$ cat src/rtl/kless_accl_arbiter.sv
`default_nettype none
// ============================================================================
//  Module   : kless_accl_arbiter
//  Purpose  : Round-robin scheduler sharing one vector accelerator / SPM unit
//             between N_HARTS harts. One hart owns the accelerator at a time:
//             its command is captured, offered on a valid/ready handshake,
//             and the grant is held until the accelerator reports done or
//             the watchdog expires.
//  Ports    : clk, rst_n            - clock, asynchronous active-low reset
//             req_i / cmd_i         - per-hart request level and command
//             grant_o               - one-hot owner while ISSUE/WAIT
//             accl_valid_o/_cmd_o/_hart_o, accl_ready_i, accl_done_i
//                                   - accelerator side handshake
//             done_o / err_o        - one-cycle completion / timeout pulses
//             busy_o                - arbiter not idle
//  Revision : 1.0 - initial release
// ============================================================================
module kless_accl_arbiter #(
  parameter int N_HARTS     = 3,
  parameter int CMD_W       = 64,
  parameter int TIMEOUT_CYC = 1024
) (
  input  logic                                         clk,
  input  logic                                         rst_n,
  input  logic [N_HARTS-1:0]                           req_i,
  input  logic [N_HARTS*CMD_W-1:0]                     cmd_i,
  output logic [N_HARTS-1:0]                           grant_o,
  output logic                                         accl_valid_o,
  output logic [CMD_W-1:0]                             accl_cmd_o,
  output logic [((N_HARTS > 1) ? $clog2(N_HARTS) : 1)-1:0] accl_hart_o,
  input  logic                                         accl_ready_i,
  input  logic                                         accl_done_i,
  output logic [N_HARTS-1:0]                           done_o,
  output logic [N_HARTS-1:0]                           err_o,
  output logic                                         busy_o
);

  localparam int HART_W    = (N_HARTS > 1) ? $clog2(N_HARTS) : 1;
  localparam int WDOG_W    = (TIMEOUT_CYC > 0) ? $clog2(TIMEOUT_CYC + 1) : 1;
  localparam int TO_LAST_I = (TIMEOUT_CYC > 0) ? (TIMEOUT_CYC - 1) : 0;
  localparam logic [WDOG_W-1:0] TO_LAST   = TO_LAST_I[WDOG_W-1:0];
  localparam logic [WDOG_W-1:0] WDOG_MAX  = '1;
  localparam logic [HART_W-1:0] LAST_HART = HART_W'(N_HARTS - 1);

  typedef enum logic [1:0] {
    S_IDLE  = 2'd0,
    S_ISSUE = 2'd1,
    S_WAIT  = 2'd2
  } state_t;

  state_t               state_q, state_d;
  logic                 valid_q, valid_d;
  logic [CMD_W-1:0]     cmd_q, cmd_d;
  logic [HART_W-1:0]    hart_q, hart_d;
  logic [HART_W-1:0]    rr_ptr_q, rr_ptr_d;
  logic [N_HARTS-1:0]   grant_q, grant_d;
  logic [N_HARTS-1:0]   done_q, done_d;
  logic [N_HARTS-1:0]   err_q, err_d;
  logic [WDOG_W-1:0]    wdog_q, wdog_d;

  logic [HART_W-1:0]    pick;
  logic [CMD_W-1:0]     pick_cmd;
  logic [N_HARTS-1:0]   pick_onehot;
  logic [N_HARTS-1:0]   owner_onehot;
  logic                 timeout_hit;

  // First requesting hart, scanning from rr_ptr upward with wrap-around.
  function automatic logic [HART_W-1:0] rr_pick(input logic [N_HARTS-1:0] req,
                                                input logic [HART_W-1:0]  ptr);
    logic [HART_W-1:0] sel;
    logic              found;
    int                idx;
    sel   = '0;
    found = 1'b0;
    for (int i = 0; i < N_HARTS; i++) begin
      idx = int'(ptr) + i;
      if (idx >= N_HARTS) idx = idx - N_HARTS;
      if (!found && req[idx]) begin
        found = 1'b1;
        sel   = idx[HART_W-1:0];
      end
    end
    return sel;
  endfunction

  always_comb begin
    pick         = rr_pick(req_i, rr_ptr_q);
    pick_cmd     = '0;
    pick_onehot  = '0;
    owner_onehot = '0;
    for (int h = 0; h < N_HARTS; h++) begin
      if (pick == HART_W'(h)) begin
        pick_cmd       = cmd_i[h*CMD_W +: CMD_W];
        pick_onehot[h] = 1'b1;
      end
      if (hart_q == HART_W'(h)) owner_onehot[h] = 1'b1;
    end
  end

  // Watchdog fires on its last allowed WAIT cycle; disabled when TIMEOUT_CYC=0.
  assign timeout_hit = (TIMEOUT_CYC > 0) && (wdog_q == TO_LAST);

  always_comb begin
    state_d  = state_q;
    valid_d  = valid_q;
    cmd_d    = cmd_q;
    hart_d   = hart_q;
    rr_ptr_d = rr_ptr_q;
    grant_d  = grant_q;
    done_d   = '0;
    err_d    = '0;
    wdog_d   = wdog_q;
    case (state_q)
      S_IDLE: begin
        if (|req_i) begin
          state_d = S_ISSUE;
          valid_d = 1'b1;
          cmd_d   = pick_cmd;
          hart_d  = pick;
          grant_d = pick_onehot;
        end
      end
      S_ISSUE: begin
        // accl_done_i is meaningless before acceptance and is ignored here.
        if (accl_ready_i) begin
          state_d = S_WAIT;
          valid_d = 1'b0;
          wdog_d  = '0;
        end
      end
      S_WAIT: begin
        if (wdog_q != WDOG_MAX) wdog_d = wdog_q + 1'b1;
        if (accl_done_i || timeout_hit) begin
          // Done has priority over a simultaneous timeout.
          if (accl_done_i) done_d = owner_onehot;
          else             err_d  = owner_onehot;
          grant_d  = '0;
          state_d  = S_IDLE;
          rr_ptr_d = (hart_q == LAST_HART) ? '0 : hart_q + 1'b1;
        end
      end
      default: begin
        state_d = S_IDLE;
        valid_d = 1'b0;
        grant_d = '0;
      end
    endcase
  end

  always_ff @(posedge clk or negedge rst_n) begin
    if (!rst_n) begin
      state_q  <= S_IDLE;
      valid_q  <= 1'b0;
      cmd_q    <= '0;
      hart_q   <= '0;
      rr_ptr_q <= '0;
      grant_q  <= '0;
      done_q   <= '0;
      err_q    <= '0;
      wdog_q   <= '0;
    end else begin
      state_q  <= state_d;
      valid_q  <= valid_d;
      cmd_q    <= cmd_d;
      hart_q   <= hart_d;
      rr_ptr_q <= rr_ptr_d;
      grant_q  <= grant_d;
      done_q   <= done_d;
      err_q    <= err_d;
      wdog_q   <= wdog_d;
    end
  end

  assign grant_o      = grant_q;
  assign accl_valid_o = valid_q;
  assign accl_cmd_o   = cmd_q;
  assign accl_hart_o  = hart_q;
  assign done_o       = done_q;
  assign err_o        = err_q;
  assign busy_o       = (state_q != S_IDLE);

endmodule
`default_nettype wire

$ cat config.mk
export PLATFORM = sky130hd
export DESIGN_NAME = kless_accl_arbiter
export DESIGN_NICKNAME = d
export VERILOG_FILES = /design/src/rtl/kless_accl_arbiter.sv
export SDC_FILE = /design/constraint.sdc
export NUM_CORES = 1
export LEC_CHECK = 0
export ABC_AREA = 1
export CAP_MARGIN = 5
export CORE_MARGIN = 8
export CORE_UTILIZATION = 45
export CTS_BUF_LIST = sky130_fd_sc_hd__clkbuf_8
export CTS_CLUSTER_DIAMETER = 80
export DETAILED_ROUTE_END_ITERATION = 8
export PLACE_DENSITY = 0.88
export SLEW_MARGIN = 10
export SYNTH_ARGS = -nofsm -noshare
export SYNTH_HDL_FRONTEND = slang
export SYNTH_SLANG_ARGS = --single-unit
$ cat constraint.sdc
create_clock -name clk -period 3.3 [get_ports clk]
set_input_delay 0.66 -clock clk [delete_from_list [all_inputs] [get_ports clk]]
set_output_delay 0.66 -clock clk [all_outputs]
set_load 0.005 [all_outputs]
# Word level (Yosys, flattened, before mapping)
# Index checks and enable logic that the tools add are counted.
[word_totals]
inputBits = 199
register_bits = 91
word_cells = 99
out_inout_bits = 77
[classes]
reduce_logical = 17
n_lt_le_gt_ge = 6
n_eq_ne = 12
bitwise = 2
muxes = 46
addsub = 7
[op_table]
columns = ["operator", "n"]
rows = [
  ["64-bit 2-to-1 mux", 3],
  ["32-bit by 4-bit < comparator with 1-bit output, second input constant", 3],
  ["32-bit 2-to-1 mux", 3],
  ["3-bit 2-to-1 mux", 8],
  ["11-bit 2-to-1 mux", 2],
  ["11-bit case mux with 2 select lines", 1],
  ["1-bit 2-to-1 mux", 16],
  ["2-bit 2-to-1 mux", 7],
  ["3-bit AND reduction", 4],
  ["11-bit by 1-bit adder with 11-bit output, second input constant", 1],
  ["11-bit by 10-bit == test with 1-bit output, second input constant", 1],
  ["11-bit inequality test, second input constant", 1],
  ["3-bit case mux with 3 select lines", 1],
  ["2-bit inequality test, second input constant", 4],
  ["3-bit by 2-bit subtractor with 4-bit output, second input constant", 2],
  ["1-bit binary-select mux with 2-bit select", 3],
  ["2-bit by 1-bit == test with 1-bit output, second input constant", 3],
  ["2-bit == test, second input constant", 3],
  ["3-bit by 2-bit >= comparator with 1-bit output, second input constant", 2],
  ["2-bit zero test", 3],
  ["2-bit case mux with 3 select lines", 1],
  ["2-bit AND reduction", 2],
  ["2-bit nonzero test", 2],
  ["2-bit by 1-bit adder with 3-bit output, second input constant", 1],
  ["10 further kinds", 13],
]

# Longest topological paths before layout
[logic_depth]
word_depth = 16
depth_mapped = 17
ltp_nobuf = 15

# Least setup slack after synthesis
# Ideal clock, no wire load.
[synth_path]
kind = "flip-flop to flip-flop"
from = "register rr_ptr_q[0]"
to = "register cmd_q[12] (netlist: accl_cmd_o[12])"
slack_ns = 1.315
synth_period_minus_slack_ns = 1.985
stages_incl_launch_ff = 17
arrival_ns = 1.868
n_path_buf = 2
setup_time_ns = 0.117
cell_sequence = "dfrtp_1 inv_1 ha_1 inv_2 nand2_1 nand3_1 nand2_1 nand3_1 nand2_1 nor2_2 inv_2 buf_6 buf_6 nand2_1 nand2_1 nor2_1 nor2_1"
[synth_between]
elab_chain_len = 16
elab_cells_between_ends = 35
[synth_rtl]
columns = ["item", "line", "source"]
rows = [
  ["start: declaration", "55", "logic [HART_W-1:0] rr_ptr_q, rr_ptr_d;"],
  ["start signal: assignment", "166", "rr_ptr_q <= rr_ptr_d;"],
  ["branches (longest 11 deep; another with 3-bit by 2-bit subtractor with 4-bit output)", "--", ""],
  ["2-bit 2-to-1 mux (*)", "78", "if (!found && req[idx]) begin"],
  ["2-bit zero test", "92", "if (pick == HART_W'(h)) begin"],
  ["64-bit 2-to-1 mux (2 in a row)", "92", ""],
  ["64-bit 2-to-1 mux (*)", "92", ""],
  ["end signal: assignment", "164", "cmd_q <= cmd_d;"],
  ["end: declaration", "53", "logic [CMD_W-1:0] cmd_q, cmd_d;"],
]
# Mark *: on every way between the ends. The select of a mux whose other input is x is not followed.
# A chain may end at the register's enable or synchronous reset.

# Final worst setup path
[layout_path]
from = "register rr_ptr_q[0]"
to = "register cmd_q[19] (netlist: accl_cmd_o[19])"
# Same word-level chain as after synthesis.

==> metrics.md <==
| Metric | Value |
|---|---|
| Crit path top cell by count | nand2_1 |
| Syn Nets | approximately 1000 |
| CP startpoint kind | flop |
| Residual DRC count | 0 |
| CTS tree | done |
| Clk pin slew, worst setup/hold paths | 110 ps |
| IO buf count | ~280 |
| Filler Cell Count | about 990 |
| Chip height | 125.7 um |
| Crit-path slowest cell | buf_4 |
| Crit path max fanout | 48 |
| Status | complete, no violations |
| GRT overflow | 0 |
| CTS resizes | 0 |
| Required @ worst endpoint | 3610 ps |
| Post-DR vias/cell | roughly 5.1 |
| Final wirelength | 19760 um |
| Grt met1 use | 0.2839 |
| Met2 GRT Util | 0.3961 |
| Storage element area | 2277 um^2 |
| Slew HR | 0.5037 |
| Max incr delay on CP | 440 ps |
| HP Class | in -> async |
| First-pass GRT wire length | 31170 um |
| Pre-CTS setup slack | 514.2 ps |
| Top post-synthesis cells by area | dfrtp_1 (42%), nand2_1 (21%), nor2_1 (9.4%) |
| Initial DRC Count | 363 |
| Final setup skew | approximately 11 ps |
| Die area | 15810 um^2 |
| Post-route setup TNS | 0 ps |
| Chip Width | 125.7 um |
| Multi-input logic area | ~2700 um^2 |
| Yosys top cell area share | 0.4203 |
| Synth Warn # | 0 |
| # setup viols final | 0 |
| Placed cell areas | ~8200 um^2 |
| FMAX | 0.4059 GHz |
| CTS max path bufs | 2 |
| Period utilization | 0.7465 |
| Drt first pass iters | 5 |
| Worst Path Arrival | 2770 ps |
| Pwr per Cell Area | about 880 nW/um^2 |
| Cell area after synthesis | 5418 um^2 |
| Boundary Pins | 276 |
| RSZ-0062 raised after global routing | false |
| Fin cells | 1209 |
| Count of pins over their slew limit | 0 |
| Setup bufs post-CTS | 0 |
| Seq/Total Area, Yosys | 0.4203 |
| Ys flop type | dfrtp_1 |
| Minimum clock period | approximately 2500 ps |
| Synth cell types | 29 |
| Cell Count Post-Placement | 1192 |
| Gp weighted congestion | 0.9524 |
| Post-layout net count | between 1000 and 1500 |
| Largest net degree at the start of global routing | 58 |
| FF+latch count, synth | 91 |
| Initial antenna violation count | 1 |
| Cells after Synth | roughly 800 |
| Max-cap violations | 0 |
| Sink Count | 91 |
| # H-tree levels | 3 |
| Vias in the first global route | roughly 6000 |
| Worst slew pin tran | ~740 ps |
| Fin. Hold Viols | 0 |
| Total number of vias | between 6000 and 7000 |
| Area grow syn2layout | 54.60% |
| Grt met3 use | 0.08565 |
| Total CTS buffers | 9 |
| Syn_area_per_cell | 6.738 um^2 |
| Critical path cell sequence | inv_1 -> ha_1 -> inv_2 -> nand2_1 -> nand3_1 -> nand2_1 -> nand3_1 -> nand2_1 -> nor2_4 -> buf_4 -> nand3_1 -> nand2_1 -> nor2_1 -> nor2_1 |
| DR WL/cell | 16.34 um |
| Worst Hold Slack | 328.0 ps |
| Clock root cell | clkbuf_8 |
| P_leak | 3.882 nW |
| CTS Hold Bufs | 0 |
| Commonest non-fill, non-tap cell in the layout | nand2_1 |
| Total track usage | 0.2439 |
| Row count | 40 |
| CP Class | reg -> reg |
| Number of synthesized flops with an enable pin | 0 |
| Crit. End Element | flop |
| Starting density of the core | 0.4568 |
| Synth async-reset ratio | 1.000 |
| Layout cell share with drive strength beyond 1 | 0.04053 |
| Post-route cell area | ~8400 um^2 |
| Detail Route Antenna Nets | 0 |
| Commonest non-fill, non-tap cells in the layout | nand2_1 (307), clkdlybuf4s50_1 (274), nor2_1 (136) |
| Worst-skew pair later-pin latency | 370 ps |
| Core Region | 11860 um^2 |
| Synth area leader | dfrtp_1 |
| Busiest metal layer after global routing | met2 |
| Peak supply drop | 0.4366 mV |
| PnR worst setup slack | approximately 840 ps |
| Detailed placement HPWL | 14720 um |
==> power breakdown <==
group | internal, mW | switching [mW] | leakage (nW)
sequential | 1.61 | 0.270 | 1.11
combinational | 1.99 | 2.73 | 2.67
clock | 0.296 | 0.464 | 0.0986
total | 3.89 | 3.47 | 3.88
==> worst paths after layout <==
check,startpoint,end,slack [ps],cells after the start
setup reg to reg,rr_ptr_q[0],accl_cmd_o[19],840,14
hold / removal,rst_n,accl_cmd_o[21],330,1
setup / recovery,rr_ptr_q[0],accl_cmd_o[19],840,14
hold reg to reg,grant_o[1],grant_o[1],480,2
max in group asynchronous,rst_n,accl_cmd_o[0],2300,2
min in group clk,grant_o[1],grant_o[1],480,2
==> flip-flops by register name (all words and copies together) (netlist names) <==
name and count:
state_q 2, grant_o 3, accl_hart_o 2, accl_cmd_o 64
err_o 3, rr_ptr_q 2, accl_valid_o 1, wdog_q 11
done_o 3
==> per-layer routing <==
| layer | part of all wire | vias up | routed length, um |
|---|---|---|---|
| li1 | - | 3028 | - |
| met1 | 0.39 | 2835 | 7697 |
| met2 | 0.47 | 271 | 9276 |
| met3 | 0.10 | 44 | 2029 |
| met4 | 0.038 | 0 | 753 |
| met5 | 0 | - | 0 |
==> cell families after synthesis <==
group / synth area share
fa+ha+maj: 0.01155
xor+xnor: 0.003234
simple gates: 0.4501
compound gates: 0.03303
buf+inv: 0.08176
flops: 0.4203
==> critical path, delay by kind of cell, from the launching register on <==
family	cells	cell delay [ps]
and+or+nand+nor	10	900
adders and majority gates	1	390
DFF	1	410
buffers and inverters	3	660
==> synthesized netlist by cell type, types with 8 or more instances <==
library cell / instances
inv_1: 41
o21ai_1: 14
o21ai_0: 14
clkbuf_1: 12
nand3b_1: 14
nand3_1: 91
buf_4: 8
buf_2: 16
nand2_1: 308
dfrtp_1: 91
nand4_1: 16
nor2_1: 136
==> metrics by stage <==
step	total power, mW	util
6_report	7.362	0.7061
5_1_grt	8.059	0.7061
4_1_cts	7.431	0.7059
3_5_place_dp	6.648	0.6899
3_3_place_gp	6.527	0.6899
2_1_floorplan	4.848	-
==> layout make-up <==
class	instances	area share
Antenna cell	1	0.0002988
Inverter	45	0.02047
Tap cell	147	0.02196
Multi-Input combinational cell	623	0.3230
Clock inverter	7	0.007918
Clock buffer	9	0.01479
Timing Repair Buffer	286	0.3397
Sequential cell	91	0.2719
No activity file was read; power rests on OpenSTA's default activity.
